## src/rtl/seq_add_sub.sv

```systemverilog
// seq_add_sub: multi-cycle two's-complement adder/subtractor.
//
// Adds (sub=0) or subtracts (sub=1) WIDTH-bit operands CHUNK bits per clock,
// LSB chunk first, so the carry chain per cycle is only CHUNK+1 bits long.
// The result and the flags are published together with a one-cycle done pulse.
//
// Optional feature macro: SEQ_ADD_SUB_FLAGS_EN
//   defined   : ovf (signed overflow) and zero (s == 0) are computed and
//               registered at completion.
//   undefined : ovf and zero are tied to 0 and their logic is not built.
//
// Ports:
//   clk   in   rising-edge clock
//   rst   in   synchronous active-high reset (aborts any operation)
//   start in   request, accepted only while busy=0
//   sub   in   0: s = a + b + cin, 1: s = a + ~b + cin
//   a, b  in   operands, latched on an accepted start
//   cin   in   carry into bit 0, latched on an accepted start
//   busy  out  operation in progress
//   done  out  one-cycle pulse when s/cout/flags update
//   s     out  result, held until the next completion
//   cout  out  carry out of the MSB (sub mode: 1 = no borrow)
//   ovf   out  signed overflow
//   zero  out  s == 0

module seq_add_sub #(
  parameter int WIDTH = 32,
  parameter int CHUNK = 8
) (
  input  logic             clk,
  input  logic             rst,
  input  logic             start,
  input  logic             sub,
  input  logic [WIDTH-1:0] a,
  input  logic [WIDTH-1:0] b,
  input  logic             cin,
  output logic             busy,
  output logic             done,
  output logic [WIDTH-1:0] s,
  output logic             cout,
  output logic             ovf,
  output logic             zero
);

  localparam int N  = WIDTH / CHUNK;
  localparam int CW = (N > 1) ? $clog2(N) : 1;
  localparam int IW = $clog2(WIDTH) + 1;

  // Reject parameter sets that would leave a partial chunk.
  generate
    if ((CHUNK < 1) || (CHUNK > WIDTH) || ((WIDTH % CHUNK) != 0)) begin : g_bad_params
      $error("seq_add_sub: WIDTH must be a positive multiple of CHUNK");
    end
  endgenerate

  typedef enum logic {IDLE, RUN} state_t;

  state_t           state_q, state_d;
  logic [WIDTH-1:0] a_q, a_d;
  logic [WIDTH-1:0] b_q, b_d;       // already inverted in sub mode
  logic             carry_q, carry_d;
  logic [CW-1:0]    cnt_q, cnt_d;
  logic [WIDTH-1:0] res_q, res_d;   // partial result being assembled
  logic [WIDTH-1:0] s_q, s_d;
  logic             cout_q, cout_d;
  logic             done_q, done_d;

  // Current chunk datapath.
  logic [IW-1:0]    base;
  logic [CHUNK-1:0] a_chunk;
  logic [CHUNK-1:0] b_chunk;
  logic [CHUNK:0]   sum_ext;
  logic [WIDTH-1:0] res_ins;
  logic             last_chunk;

  always_comb begin
    base       = IW'(cnt_q) * IW'(CHUNK);
    a_chunk    = CHUNK'(a_q >> base);
    b_chunk    = CHUNK'(b_q >> base);
    sum_ext    = {1'b0, a_chunk} + {1'b0, b_chunk} + (CHUNK+1)'(carry_q);
    res_ins    = (res_q & ~(WIDTH'({CHUNK{1'b1}}) << base))
               | (WIDTH'(sum_ext[CHUNK-1:0]) << base);
    last_chunk = (cnt_q == CW'(N - 1));
  end

`ifdef SEQ_ADD_SUB_FLAGS_EN
  logic ovf_q, ovf_d;
  logic zero_q, zero_d;
  logic msb_cin;

  // Carry into the MSB recovered from the MSB sum bit of the final chunk.
  assign msb_cin = a_chunk[CHUNK-1] ^ b_chunk[CHUNK-1] ^ sum_ext[CHUNK-1];

  always_comb begin
    ovf_d  = ovf_q;
    zero_d = zero_q;
    if ((state_q == RUN) && last_chunk) begin
      ovf_d  = msb_cin ^ sum_ext[CHUNK];
      zero_d = (res_ins == '0);
    end
  end

  always_ff @(posedge clk) begin
    if (rst) begin
      ovf_q  <= 1'b0;
      zero_q <= 1'b0;
    end else begin
      ovf_q  <= ovf_d;
      zero_q <= zero_d;
    end
  end

  assign ovf  = ovf_q;
  assign zero = zero_q;
`else
  assign ovf  = 1'b0;
  assign zero = 1'b0;
`endif

  // Next-state and datapath control.
  always_comb begin
    state_d = state_q;
    a_d     = a_q;
    b_d     = b_q;
    carry_d = carry_q;
    cnt_d   = cnt_q;
    res_d   = res_q;
    s_d     = s_q;
    cout_d  = cout_q;
    done_d  = 1'b0;
    case (state_q)
      IDLE: begin
        if (start) begin
          a_d     = a;
          b_d     = sub ? ~b : b;
          carry_d = cin;
          cnt_d   = '0;
          res_d   = '0;
          state_d = RUN;
        end
      end
      RUN: begin
        res_d   = res_ins;
        carry_d = sum_ext[CHUNK];
        cnt_d   = cnt_q + CW'(1);
        if (last_chunk) begin
          cnt_d   = '0;
          s_d     = res_ins;
          cout_d  = sum_ext[CHUNK];
          done_d  = 1'b1;
          state_d = IDLE;
        end
      end
      default: state_d = IDLE;
    endcase
  end

  always_ff @(posedge clk) begin
    if (rst) begin
      state_q <= IDLE;
      a_q     <= '0;
      b_q     <= '0;
      carry_q <= 1'b0;
      cnt_q   <= '0;
      res_q   <= '0;
      s_q     <= '0;
      cout_q  <= 1'b0;
      done_q  <= 1'b0;
    end else begin
      state_q <= state_d;
      a_q     <= a_d;
      b_q     <= b_d;
      carry_q <= carry_d;
      cnt_q   <= cnt_d;
      res_q   <= res_d;
      s_q     <= s_d;
      cout_q  <= cout_d;
      done_q  <= done_d;
    end
  end

  assign busy = (state_q == RUN);
  assign done = done_q;
  assign s    = s_q;
  assign cout = cout_q;

endmodule

```

## config.mk

```make
export PLATFORM = sky130hd
export DESIGN_NAME = seq_add_sub
export DESIGN_NICKNAME = d
export VERILOG_FILES = /design/src/rtl/seq_add_sub.sv
export SDC_FILE = /design/constraint.sdc
export NUM_CORES = 1
export LEC_CHECK = 0
export CAP_MARGIN = 20
export CORE_MARGIN = 2
export CORE_UTILIZATION = 50
export CTS_CLUSTER_DIAMETER = 80
export DETAILED_ROUTE_END_ITERATION = 10
export HOLD_SLACK_MARGIN = 0.03
export PLACE_DENSITY = 0.87
export SYNTH_ARGS = -nofsm -noshare
export SYNTH_HDL_FRONTEND = slang
export SYNTH_SLANG_ARGS = --single-unit
```

## constraint.sdc

```tcl
create_clock -name clk -period 6.25 [get_ports clk]
set_input_delay 1.5625 -clock clk [delete_from_list [all_inputs] [get_ports clk]]
set_output_delay 1.5625 -clock clk [all_outputs]
set_load 0.01 [all_outputs]
```

After elaboration in Yosys (flattened, before gate mapping)
Cells that the tools add are included.
- register bits after elaboration: 134
- output and inout port bits: 37
- add/sub/neg operators: 3
- equal/unequal tests: 2
- shift-type cells: 4
- muxes and demuxes: 12
- bitwise operators: 5
- reduce and logical (&&, ||, !) cells: 3
- operator list (kind ; count):
    $mux W32 ; 2
    $not A32 Y32 ; 2
    $pmux W32 S2 ; 1
    $shr A32 B5 Y8 ; 2
    $and A32 B32 Y32 ; 1
    $or A32 B32 Y32 ; 1
    $shl A8 B5 Y32 ; 1
    $shl A8 B5 Y32 const A ; 1
    $add A8 B8 Y9 ; 1
    $add A9 B1 Y9 ; 1
    $mux W1 ; 4
    $mux W2 ; 2
    $pmux W1 S2 ; 2
    $pmux W2 S2 ; 1
    $reduce_and A2 Y1 ; 2
    $add A2 B1 Y2 const B ; 1
    $eq A2 B2 Y1 const B ; 1
    $ne A2 B2 Y1 const B ; 1
    $reduce_or A2 Y1 ; 1
    $not A1 Y1 ; 1

Logic depth before layout (Yosys ltp)
- word-level depth: 6
- mapped depth: 10
- gate-level depth less buffers: 7

Worst setup path before layout
OpenSTA, ideal clock, no wires.
- path type: flip-flop to flip-flop
- start: register cnt_q[0]
- end: register res_q[14]
- setup time: 117 ps
- arrival time: 3403 ps
- data required time: 6133 ps
- slack: 2730 ps
- cell stages (with the launch flop): 11
- path buffers: 3
- clock period less this slack: 3520 ps
- cells stage by stage: dfxtp_1 -> clkbuf_1 -> buf_2 -> mux4_2 -> fa_1 -> fa_1 -> a21oi_1 -> nor4b_1 -> or4_1 -> buf_2 -> a22o_1
- cells in the longest elaborated chain, start to end: 6
- elaborated cells between the ends (all ways): 10
- those cells by class: 2 x add/sub; 4 x shift; 1 x mux; 3 x bitwise
- ends and longest elaborated chain (element ; line ; source):
    from (decl) ; 62 ; logic [CW-1:0] cnt_q, cnt_d;
    from (signal assigned) ; 174 ; cnt_q <= cnt_d;
    $shr A32 B5 Y8 (on tied branches) ; 78, 79 ;
    $add A8 B8 Y9 ; 80 ; sum_ext = {1'b0, a_chunk} + {1'b0, b_chunk} + (CHUNK+1)'(carry_q);
    $add A9 B1 Y9 ; 80 ;
    $shl A8 B5 Y32 ; 82 ; | (WIDTH'(sum_ext[CHUNK-1:0]) << base);
    $or A32 B32 Y32 (*) ; 82 ;
    $pmux W32 S2 (*) ; 131 ; case (state_q)
    to (signal assigned) ; 175 ; res_q <= res_d;
    to (decl) ; 63 ; logic [WIDTH-1:0] res_q, res_d;
Mark *: on every way between the ends. The rest lies on a longest branch, timed or not.
A chain may end at the register's enable or synchronous reset.

Worst setup path after layout
- start: register cnt_q[0]
- end: register s_q[6] (netlist: s[6])
- cells in the longest elaborated chain, start to end: 5
- elaborated cells between the ends (all ways): 11
- those cells by class: 2 x add/sub; 1 x eq/ne; 4 x shift; 3 x bitwise; 1 x reduce/logical
- ends and longest elaborated chain (element ; line ; source):
    $shr A32 B5 Y8 (on tied branches) ; 78, 79 ;
    $add A8 B8 Y9 ; 80 ;
    $add A9 B1 Y9 ; 80 ;
    $shl A8 B5 Y32 ; 82 ;
    $or A32 B32 Y32 ; 82 ;
    to (signal assigned) ; 166 ; s_q <= '0;
    to (signal assigned) ; 176 ; s_q <= s_d;
    to (decl) ; 64 ; logic [WIDTH-1:0] s_q, s_d;
Several ways; a longest one is shown, not always the timed one.

==> results by stage <==
Logic synthesis:
- The post-synthesis share of cell area spent on full adders, half adders and majority gates is 0.0323.
- By area, the combinational part of the netlist is dominated by compound AO/OA/AOI/OAI gates.
- After synthesis, the share of flip-flops with an asynchronous set or reset is 0.
- In the synthesized netlist, the cells that appear most often are 126 x dfxtp_1, 68 x nand2_1, 53 x nor2_1, 51 x a21oi_1, 46 x a22o_1.
- By area the synthesized netlist is led by dfxtp_1 46%, a22o_1 7.3%, mux4_2 6.6%.
- The simple-gate area share of the yosys netlist is 0.119.
- The fraction of the yosys area taken by sequential cells is 0.459.
- The portion of synthesized cell area occupied by the leading cell type is 0.459.
- The fraction of the mapped netlist area in compound gates was 0.218.
- In this run, synthesis inferred 0 flip-flops with an integrated enable.
- Of the total synthesized cell area, the portion taken by XOR and XNOR cells is 0.0637.
- Of the post-synthesis cell area, the part taken by muxes is 0.0676.
- In this run, distinct cell masters in the synthesized netlist total 40.
- The mean instance size in the synthesized netlist is 9.58 µm².
- The post-synth design cell area is 5500 µm².
- By instance count, the leading cell after synthesis is dfxtp_1.
- The number of warning messages in the yosys log is 0.
- Synthesis handed over a netlist of 574 instances.
- Summed over all instances, the cell type with the most area after synthesis is dfxtp_1.
- The post-synthesis sequential element count is 126.
- The dominant register cell in the synthesized netlist is dfxtp_1.

Run status:
- The run finished with clean final reports.

Cells and area:
- The area taken by multi-input logic gates is 2770 µm².
- The share of final-layout standard cells stronger than drive strength 1 is 0.0969.
- The signed area change from the synthesized netlist to the final layout is 29.8%.
- The layout has 806 filler cells.
- The area taken by flip-flops and latches is 2520 µm².
- For this run, the post-layout net count is 741.
- The final instance area is 7140 µm².
- The number of diodes is 0.

Placement:
- During placement, the flow inserted port buffers numbering 103.
- After legalization and detailed placement, the total HPWL measured 9.64 mm.
- The cell area after placement is 6570 µm².
- At the end of routability-driven placement, the weighted congestion stood at 0.853.

STA:
- Setup violations remaining at the end of the flow were counted as 0.
- Headroom to the max-slew limit came out at 0.268.
- In the finished design, the share of the clock period the worst path needs comes to 0.650.
- The total negative slack for setup checks is 0 ns.
- The clock period minus worst slack is 4.06 ns.
- The worst clock skew on the final layout is 0.00781 ns.
- The transition time of the tightest slew-check pin is 1.10 ns.
- The final number of hold-violating endpoints came to 0.
- The maximum clock frequency is 246 MHz.
- Setup repair after global routing left no endpoint under its margin.
- On the final layout, the worst hold slack is 0.457 ns.
- The max-slew violation count came to 0.

Critical path:
- The most numerous cell type found on the critical path is fa_1.
- The signal on the critical path passes through buf_4, mux4_2, fa_1, fa_1, a21oi_1, nor4b_1, or4_1, a31o_1.
- The highest net fanout along the worst path is 17.
- For this run, the slowest stage of the critical path takes 0.79 ns.
- Counting both buffers and inverters, the worst setup path holds a total of 1.
- The type of the worst setup path is reg -> reg.
- The signal arrival time at the worst endpoint is 4.46 ns.
- The kind of cell with the highest combined delay along the critical path is adder cells.
- STA puts the critical path data required time at 6.65 ns.
- The worst setup path is captured at a flip-flop.
- The type of element launching the critical path is a flip-flop.
- The cell type of the slowest stage on the worst timing path is dfxtp_1.

Clock network:
- The clock net in this run drives a total of 126 sinks.
- The hold-fix buffer count after cts is 0.
- Once the clock tree was built, the setup fixing pass inserted 0 buffers.
- The master cell of the clock root buffer is clkbuf_8.
- Counting along the longest clock path gives a buffer depth of 2.
- The later pin in the worst-skew pair is clocked with a latency of 0.52 ns.
- The clock-pin slew on the worst setup and hold paths is 0.06 ns.
- Once the clock tree was built, the resizer swapped 0 gates to a different size.
- TritonCTS built the clock tree.
- The number of levels in the clock H-tree is 4.
- Clock tree synthesis inserted a total of 17 buffers.

Die:
- The core region is 10800 µm².
- The width of the die is 109 µm.
- The area of the die is 11900 µm².
- The height of the chip is 109 µm.
- The number of rows created at floorplan is 38.
- The initial cell density of the core is 0.510.
- During I/O placement, the number of pins put on the boundary was 106.

Pwr:
- Of the total power, combinational logic draws 0.138.
- For this design the ratio of total power to cell area is 289 nW/µm².
- The power dissipated by switching net loads is 0.000544 W.
- Of the total power, the share spent switching nets is 0.263.
- The internal power of the cells totals 0.00152 W.
- After layout, the design draws a total of 0.00206 W.
- For this design the static power due to leakage is 2.64 nW.
- The part of the power in the clock network is 0.444.
- The sequential cell fraction of total power is 0.418.
- The worst vdd rail ir drop is 0.169 mV.

GRT:
- The initial antenna violation count came to 0.
- In the global route stage, overall resource usage came out at 0.244.
- The first global-routing pass estimated 22.3 mm of wire.
- Global routing finished with a remaining overflow of 0.
- The via count of the first global-routing pass is 4676.
- The maximum number of pins on one net before global-route repair is 81.

Route:
- The first detailed-routing pass took 5 iterations.
- In this run the remaining antenna-violating nets after routing total 0.
- For this run, design rule violations remaining after detail routing come to 0.
- In this run, the number of DRC markers left after iteration 0 of detailed routing was 392.
- Summed over all layers, the routed wires come to 13.9 mm.
- After detailed routing, the number of vias per cell comes to 5.83.
- The via count is 4728.
- Dividing the detail-routed wire length by the instance count gives 17.1 µm.

Run:
- Across the run, the number of max-cap violations was 0.

Worst hold path:
- The min-delay analysis places its worst path in the category reg -> reg.
## path summary, 6_finish.rpt
kind | start | end | slack [ns] | cells after the start
worst max-delay path | cnt_q[0] | s[6] | 2.19 | 8
worst min-delay path | a_q[23] | a_q[23] | 0.46 | 2
worst max register to register | cnt_q[0] | s[6] | 2.19 | 8
worst min register to register | a_q[23] | a_q[23] | 0.46 | 2
## logic make-up after synthesis
group,count (synthesis)
xor+xnor,40
simple gates,151
mux,17
flops,126
compound gates,171
buf+inv,55
fa+ha+maj,13
other cells,1
## through the flow
stage           util  cells  setup WS, ns
6_report       0.661    811          2.19
2_1_floorplan      -    575          2.73
3_5_place_dp   0.608    778          2.15
5_1_grt        0.661    811          1.95
3_3_place_gp   0.608    778          2.29
4_1_cts        0.660    809          2.17
## power by group through the flow
stage,Clock [W],Sequential (W),Combinational (W)
6_report,0.000916,0.000864,0.000285
5_1_grt,0.000959,0.000867,0.000308
4_1_cts,0.000922,0.000863,0.000281
3_5_place_dp,0,0.000880,0.000277
3_3_place_gp,0,0.000877,0.000265
2_1_floorplan,0,0.000869,0.000190
## tightest hold or removal path: stages (launching register included)
cell and delay [ns]:
dfxtp_1 0.30, nand2_1 0.05, a21oi_1 0.05
## cell usage in the layout, fill, tap and decap left out, types with 2 or more instances in the layout
cell type	count
a31o_2	3
dfxtp_1	126
nand2_1	68
o211ai_1	2
clkdlybuf4s50_1	101
buf_4	6
o22ai_1	2
nor2b_1	4
xnor2_1	36
inv_6	4
mux4_2	16
a31o_1	3
nor3b_1	9
clkbuf_8	3
inv_1	8
a22o_1	46
a21o_1	3
clkbuf_16	16
nor2_1	53
fa_1	2
conb_1	2
nor3_1	5
a22oi_1	9
clkinvlp_4	3
clkinv_2	3
xor2_1	4
nand2b_1	6
o21ai_0	11
ha_1	11
a211oi_1	36
a21oi_1	50
buf_2	3
## layer usage
layer  routed length, µm  GRT usage  vias up  share of wire
met1                5290      0.280     2217           0.38
met3                1030     0.0562       36          0.074
met4                 445      0.111        0          0.032
met2                7100      0.429      242           0.51
met5                   0          0        -              0
li1                    -          -     2233              -
## final cells by class
type | instances | share of cell area
Multi-Input combinational cell | 394 | 0.388
Sequential cell | 126 | 0.353
Timing Repair Buffer | 111 | 0.152
Clock buffer | 19 | 0.0619
Tap cell | 140 | 0.0245
Clock inverter | 12 | 0.0156
Inverter | 9 | 0.00473
## registers in the layout, indices dropped and copies added, names as in the netlist
| name | flops |
|---|---|
| a_q | 32 |
| busy | 1 |
| res_q | 24 |
| cnt_q | 2 |
| carry_q | 1 |
| cout | 1 |
| b_q | 32 |
| s | 32 |
| done | 1 |
Power figures use the tool's default switching activity.
